### src/rtl/cordic_gain_comp.sv
// CORDIC gain compensation: scales X/Y by 1/K with rounding and saturation,
// passes Z and mode through, and buffers results in a small output FIFO.
module cordic_gain_comp #(
    parameter int          N     = 32,
    parameter int          F     = 16,
    parameter int unsigned KINV  = 39797,
    parameter int          DEPTH = 4
) (
    input  logic                      clk,
    input  logic                      rst_n,
    input  logic                      in_valid,
    input  logic signed [N-1:0]       in_x,
    input  logic signed [N-1:0]       in_y,
    input  logic signed [N-1:0]       in_z,
    input  logic                      in_mode,
    input  logic                      clear,
    output logic                      out_valid,
    input  logic                      out_ready,
    output logic signed [N-1:0]       out_x,
    output logic signed [N-1:0]       out_y,
    output logic signed [N-1:0]       out_z,
    output logic                      out_mode,
    output logic [$clog2(DEPTH):0]    count,
    output logic                      overflow,
    output logic                      sat
);

    localparam int P  = N + F + 2;
    localparam int AW = $clog2(DEPTH);
    localparam logic signed [P-1:0] KS   = P'(KINV);
    localparam logic signed [P-1:0] RND  = {{(P-F){1'b0}}, 1'b1, {(F-1){1'b0}}};
    localparam logic signed [P-1:0] MAXV = {{(P-N+1){1'b0}}, {(N-1){1'b1}}};
    localparam logic signed [P-1:0] MINV = {{(P-N+1){1'b1}}, {(N-1){1'b0}}};
    localparam logic [AW:0]         FULL = (AW+1)'(DEPTH);

    // Returns {clipped, value}; rounding is half toward +infinity.
    function automatic logic [N:0] clip(input logic signed [P-1:0] p);
        logic signed [P-1:0] r;
        r = (p + RND) >>> F;
        if (r > MAXV)
            clip = {1'b1, MAXV[N-1:0]};
        else if (r < MINV)
            clip = {1'b1, MINV[N-1:0]};
        else
            clip = {1'b0, r[N-1:0]};
    endfunction

    logic                s1_v, s1_m;
    logic signed [P-1:0] s1_px, s1_py;
    logic [N-1:0]        s1_z;
    logic                s2_v, s2_m;
    logic [N-1:0]        s2_x, s2_y, s2_z;
    logic [N:0]          cx, cy;

    assign cx = clip(s1_px);
    assign cy = clip(s1_py);

    always_ff @(posedge clk or negedge rst_n) begin
        if (!rst_n) begin
            s1_v <= 1'b0;
            s2_v <= 1'b0;
        end else begin
            s1_v <= in_valid;
            s2_v <= s1_v;
        end
    end

    always_ff @(posedge clk) begin
        if (in_valid) begin
            s1_px <= P'(in_x) * KS;
            s1_py <= P'(in_y) * KS;
            s1_z  <= in_z;
            s1_m  <= in_mode;
        end
        if (s1_v) begin
            s2_x <= cx[N-1:0];
            s2_y <= cy[N-1:0];
            s2_z <= s1_z;
            s2_m <= s1_m;
        end
    end

    logic [N-1:0]  mem_x [DEPTH];
    logic [N-1:0]  mem_y [DEPTH];
    logic [N-1:0]  mem_z [DEPTH];
    logic          mem_m [DEPTH];
    logic [AW-1:0] wr_ptr, rd_ptr;
    logic [AW:0]   cnt;
    logic          empty, full, pop, wr_en, drop, sat_set;

    assign empty   = (cnt == '0);
    assign full    = (cnt == FULL);
    assign pop     = !empty && out_ready;
    // A full FIFO still takes a push when the head leaves on the same edge.
    assign wr_en   = s2_v && (!full || pop);
    assign drop    = s2_v && full && !pop;
    assign sat_set = s1_v && (cx[N] || cy[N]);

    always_ff @(posedge clk) begin
        if (wr_en) begin
            mem_x[wr_ptr] <= s2_x;
            mem_y[wr_ptr] <= s2_y;
            mem_z[wr_ptr] <= s2_z;
            mem_m[wr_ptr] <= s2_m;
        end
    end

    always_ff @(posedge clk or negedge rst_n) begin
        if (!rst_n) begin
            wr_ptr   <= '0;
            rd_ptr   <= '0;
            cnt      <= '0;
            overflow <= 1'b0;
            sat      <= 1'b0;
        end else begin
            if (wr_en)
                wr_ptr <= wr_ptr + AW'(1);
            if (pop)
                rd_ptr <= rd_ptr + AW'(1);
            unique case ({wr_en, pop})
                2'b10:   cnt <= cnt + (AW+1)'(1);
                2'b01:   cnt <= cnt - (AW+1)'(1);
                default: cnt <= cnt;
            endcase
            overflow <= drop || (overflow && !clear);
            sat      <= sat_set || (sat && !clear);
        end
    end

    assign count     = cnt;
    assign out_valid = !empty;
    assign out_x     = empty ? '0 : mem_x[rd_ptr];
    assign out_y     = empty ? '0 : mem_y[rd_ptr];
    assign out_z     = empty ? '0 : mem_z[rd_ptr];
    assign out_mode  = empty ? 1'b0 : mem_m[rd_ptr];

endmodule

### config.mk
export PLATFORM = sky130hd
export DESIGN_NAME = cordic_gain_comp
export DESIGN_NICKNAME = d
export VERILOG_FILES = /design/src/rtl/cordic_gain_comp.sv
export SDC_FILE = /design/constraint.sdc
export NUM_CORES = 2
export LEC_CHECK = 0
export BUFFER_PORTS_ARGS = -buffer_cell sky130_fd_sc_hd__buf_2
export CAP_MARGIN = 15
export CORE_AREA = 5 5 401 403
export CTS_BUF_LIST = sky130_fd_sc_hd__clkbuf_2 sky130_fd_sc_hd__clkbuf_4 sky130_fd_sc_hd__clkbuf_8
export CTS_CLUSTER_SIZE = 12
export DETAILED_ROUTE_END_ITERATION = 8
export DIE_AREA = 0 0 406 408
export SLEW_MARGIN = 10
export SYNTH_ARGS = -nofsm -noshare
export SYNTH_HDL_FRONTEND = slang
export SYNTH_SLANG_ARGS = --single-unit
### constraint.sdc
create_clock -name clk -period 9.44 [get_ports clk]
set_input_delay 1.416 -clock clk [delete_from_list [all_inputs] [get_ports clk]]
set_output_delay 1.416 -clock clk [all_outputs]
set_load 0.02 [all_outputs]
==> metrics.txt <==
status=finished clean; ys flop type=edfxtp_1; Hold Crit Start=s1_z[14]; gr usage total=roughly 12%; Post-synth EDFFs=approximately 590; stages on the worst setup path=21; Ports=between 200 and 250; Clock Latency Late Sink=about 730 ps; WP buf/inv=5; fmax=0.146 GHz; site row count=between 100 and 150; Compound-Gate Fraction of Synth Area=4.06%; Netlist cell types=between 70 and 80; Synth area leader=edfxtp_1; post-synthesis adder-cell area fraction=a little over a third; Worst Hold Depth=0; number of buffers added on ports=between 200 and 250; CP startpoint=in_x[7]; actual slew at the worst max-slew pin=slightly below 1000 ps; drt first pass iters=5; die area=between 150,000 and 200,000 sq um; crit-path max cell delay=roughly 710 ps; Final Wtd Congestion=approximately 0.89; Worst Reg-to-Reg Cells=7; first-pass GRT wire length=roughly 160 mm; RSZ-0062 raised after global routing=no; routed wire length=101 mm; CP endpoint kind=flop; Root Buffer=clkbuf_8; startpoint class of the critical path=input pin; total congestion overflow=0; initial antenna violation count=8; CTS Hold Buffers Added=0; Initial Utilization=between 20% and 30%; area delta synth->final=12.6%; family with the most delay on the worst path=adder cells; ANT nets after route=0; post-DP HPWL=77.2 mm; Die W=just over 400 um; max_cap viols=0; CP max stage cell=nor4_1; Final Hold Fails=0; WL/cell=17.8 um; asr flop ratio synth=1.84%; Max transition margin=35.7%; Synth Area in Simple Gates=4.70%; nets=around 4,500; die height=408 um; CP required=~10000 ps; CP cell instances=buf_2 -> ha_1 -> inv_1 -> fa_1 -> fa_1 -> inv_1 -> fa_1 -> fa_1 -> inv_1 -> fa_1 -> inv_1 -> ha_1 -> nand4_1 -> nor4_1 -> a21oi_1 -> nand2_1 -> a41oi_2 -> o21ai_1 -> a211o_1 -> a21oi_1 -> xor2_1; worst path arrival time=roughly 7300 ps; Num CTS Buffers=94; # fillers=15,700; fin crit period=between 6000 and 7000 ps; synth warn=0; fraction of layout cells with a size suffix above 1=14.1%; sequential element share of the synthesized area=between 40% and 50%; synth cell count leaders=inv_1 (823), edfxtp_1 (586), fa_1 (498), ha_1 (424), and2_1 (105); setup_tns=0 ps; WS Path Type=in2reg; largest cells by area after synthesis=edfxtp_1 (40%), fa_1 (23%), ha_1 (12%), inv_1 (7.1%), mux4_2 (5.0%); Final Setup Violations=0; Post-CTS Repair Setup Buffers=0; worst r2r src=s1_py[20]; dpl cells=roughly 5,500; Critical Path Most Common Cell=fa_1; vias in the first global route=between 20,000 and 30,000; CTS sink count=~600; post_cts resized=0; Core Util, Final=approximately 31%; max-slew violations=0; largest net degree at the start of global routing=58; multiplexer share of the synthesized area=5.04%; CP max FO=6; # DRC=0; Mapped Cells=3,255; Final Cycle Share=between 70 and 80%; syn nets=approximately 4,300; largest family of logic cells by synthesized area=adder cells; Setup Skew=approximately 45 ps; post-synth top area share=~40%; Hold Path Class=reg2reg; CTS tree=done; Post-Synth XOR/XNOR Area=roughly 2.4%; Yosys reg bits=~600; Reg clk slew, reported paths=around 60 ps; Avg Cell Area, Syn=around 13 sq um; core area=~160,000 sq um; Avg Vias per Cell=around 4.3; H-tree depth=3; Post-Layout Cell Count=5,665; CTS Buffer Depth=3; 1st-iter DRT viols=1,352; Post-Syn Area=43,500 sq um; count leader, synth=inv_1; vias post-DR=between 20,000 and 25,000
==> metrics by stage <==
stage                     instance area, sq um  hold WS (ps)  setup slack, ps
final                                    49000           418             2600
after global routing                     49000           436             2410
after CTS                                49000           420             2780
after detailed placement                 47000           405             1950
after global placement                   47000           405             1990
after floorplan                          43500           400             2730
==> cell usage in the layout, fill, tap and decap left out, types with 6 or more instances in the layout <==
cell          n
nand2b_1      7
clkinv_2     14
a21boi_0      7
bufinv_16     6
clkbuf_8     98
and3_1       19
fa_1        498
mux4_2       97
nand2_1      59
o21a_1       14
diode_2       7
a31oi_1      11
clkinv_1     13
xor2_1       70
o21ai_0      94
nor2b_1       7
nand4_1      20
o21bai_1      6
edfxtp_1    586
ha_1        424
nor2_1       61
clkbuf_4     27
and2_1      101
inv_1       823
buf_4        12
dfrtp_1       8
xnor2_1      50
a211oi_1     11
a21oi_1      52
nor3_1       22
buf_2       203
a211o_1       6
and4_1        7
nand3_1      36
a21o_1       31
clkinvlp_4    6
==> kinds of logic after synthesis <==
logic type	Yosys count
flops	597
buf+inv	877
mux	98
fa+ha+maj	922
xor+xnor	120
compound gates	274
simple gates	367
==> registers in the layout, summed over array words and instances (netlist names), 2 cells and up <==
name    cells
s2_x       32
s1_z       32
mem_x     128
mem_m       4
count       3
s2_y       32
s1_py      34
wr_ptr      2
s1_px      34
rd_ptr      2
mem_y     128
s2_z       32
mem_z     128
==> final cells by class <==
class | count | area (sq um) | area share [%]
Antenna cell | 7 | 17.5 | 0.0357
Clock buffer | 125 | 1550 | 3.17
Clock inverter | 44 | 398 | 0.812
Inverter | 823 | 3090 | 6.30
Multi-Input combinational cell | 1781 | 22400 | 45.6
Sequential cell | 597 | 17900 | 36.5
Tap cell | 2072 | 2590 | 5.29
Timing Repair Buffer | 216 | 1120 | 2.29
==> layer usage <==
layer / vias to the layer above / wire [um] / GRT usage, %
met5: - / 13 / 0
li1: 11300 / - / -
met2: 529 / 46300 / 19.6
met3: 126 / 4800 / 1.68
met1: 12500 / 47100 / 17.5
met4: 2 / 2810 / 3.93
==> final timing paths <==
path | endpoint | slack (ps)
max in group asynchronous | s1_v | 8600
max reg2reg | s2_y[18] | 5880
max | s1_px[47] | 2600
min reg2reg | s2_z[14] | 420
min in group asynchronous | rd_ptr[1] | 590
min | s2_z[14] | 420
==> worst register-to-register path, delay by kind of cell, from the launching register on <==
| kind | cells | cell delay, ps |
|---|---|---|
| flip-flops | 1 | 410 |
| AND/OR/NAND/NOR | 5 | 1970 |
| AO/OA/AOI/OAI | 2 | 770 |
Power is not shown: default switching activity piles up to over one toggle a cycle in this logic, so the estimate is an artifact.
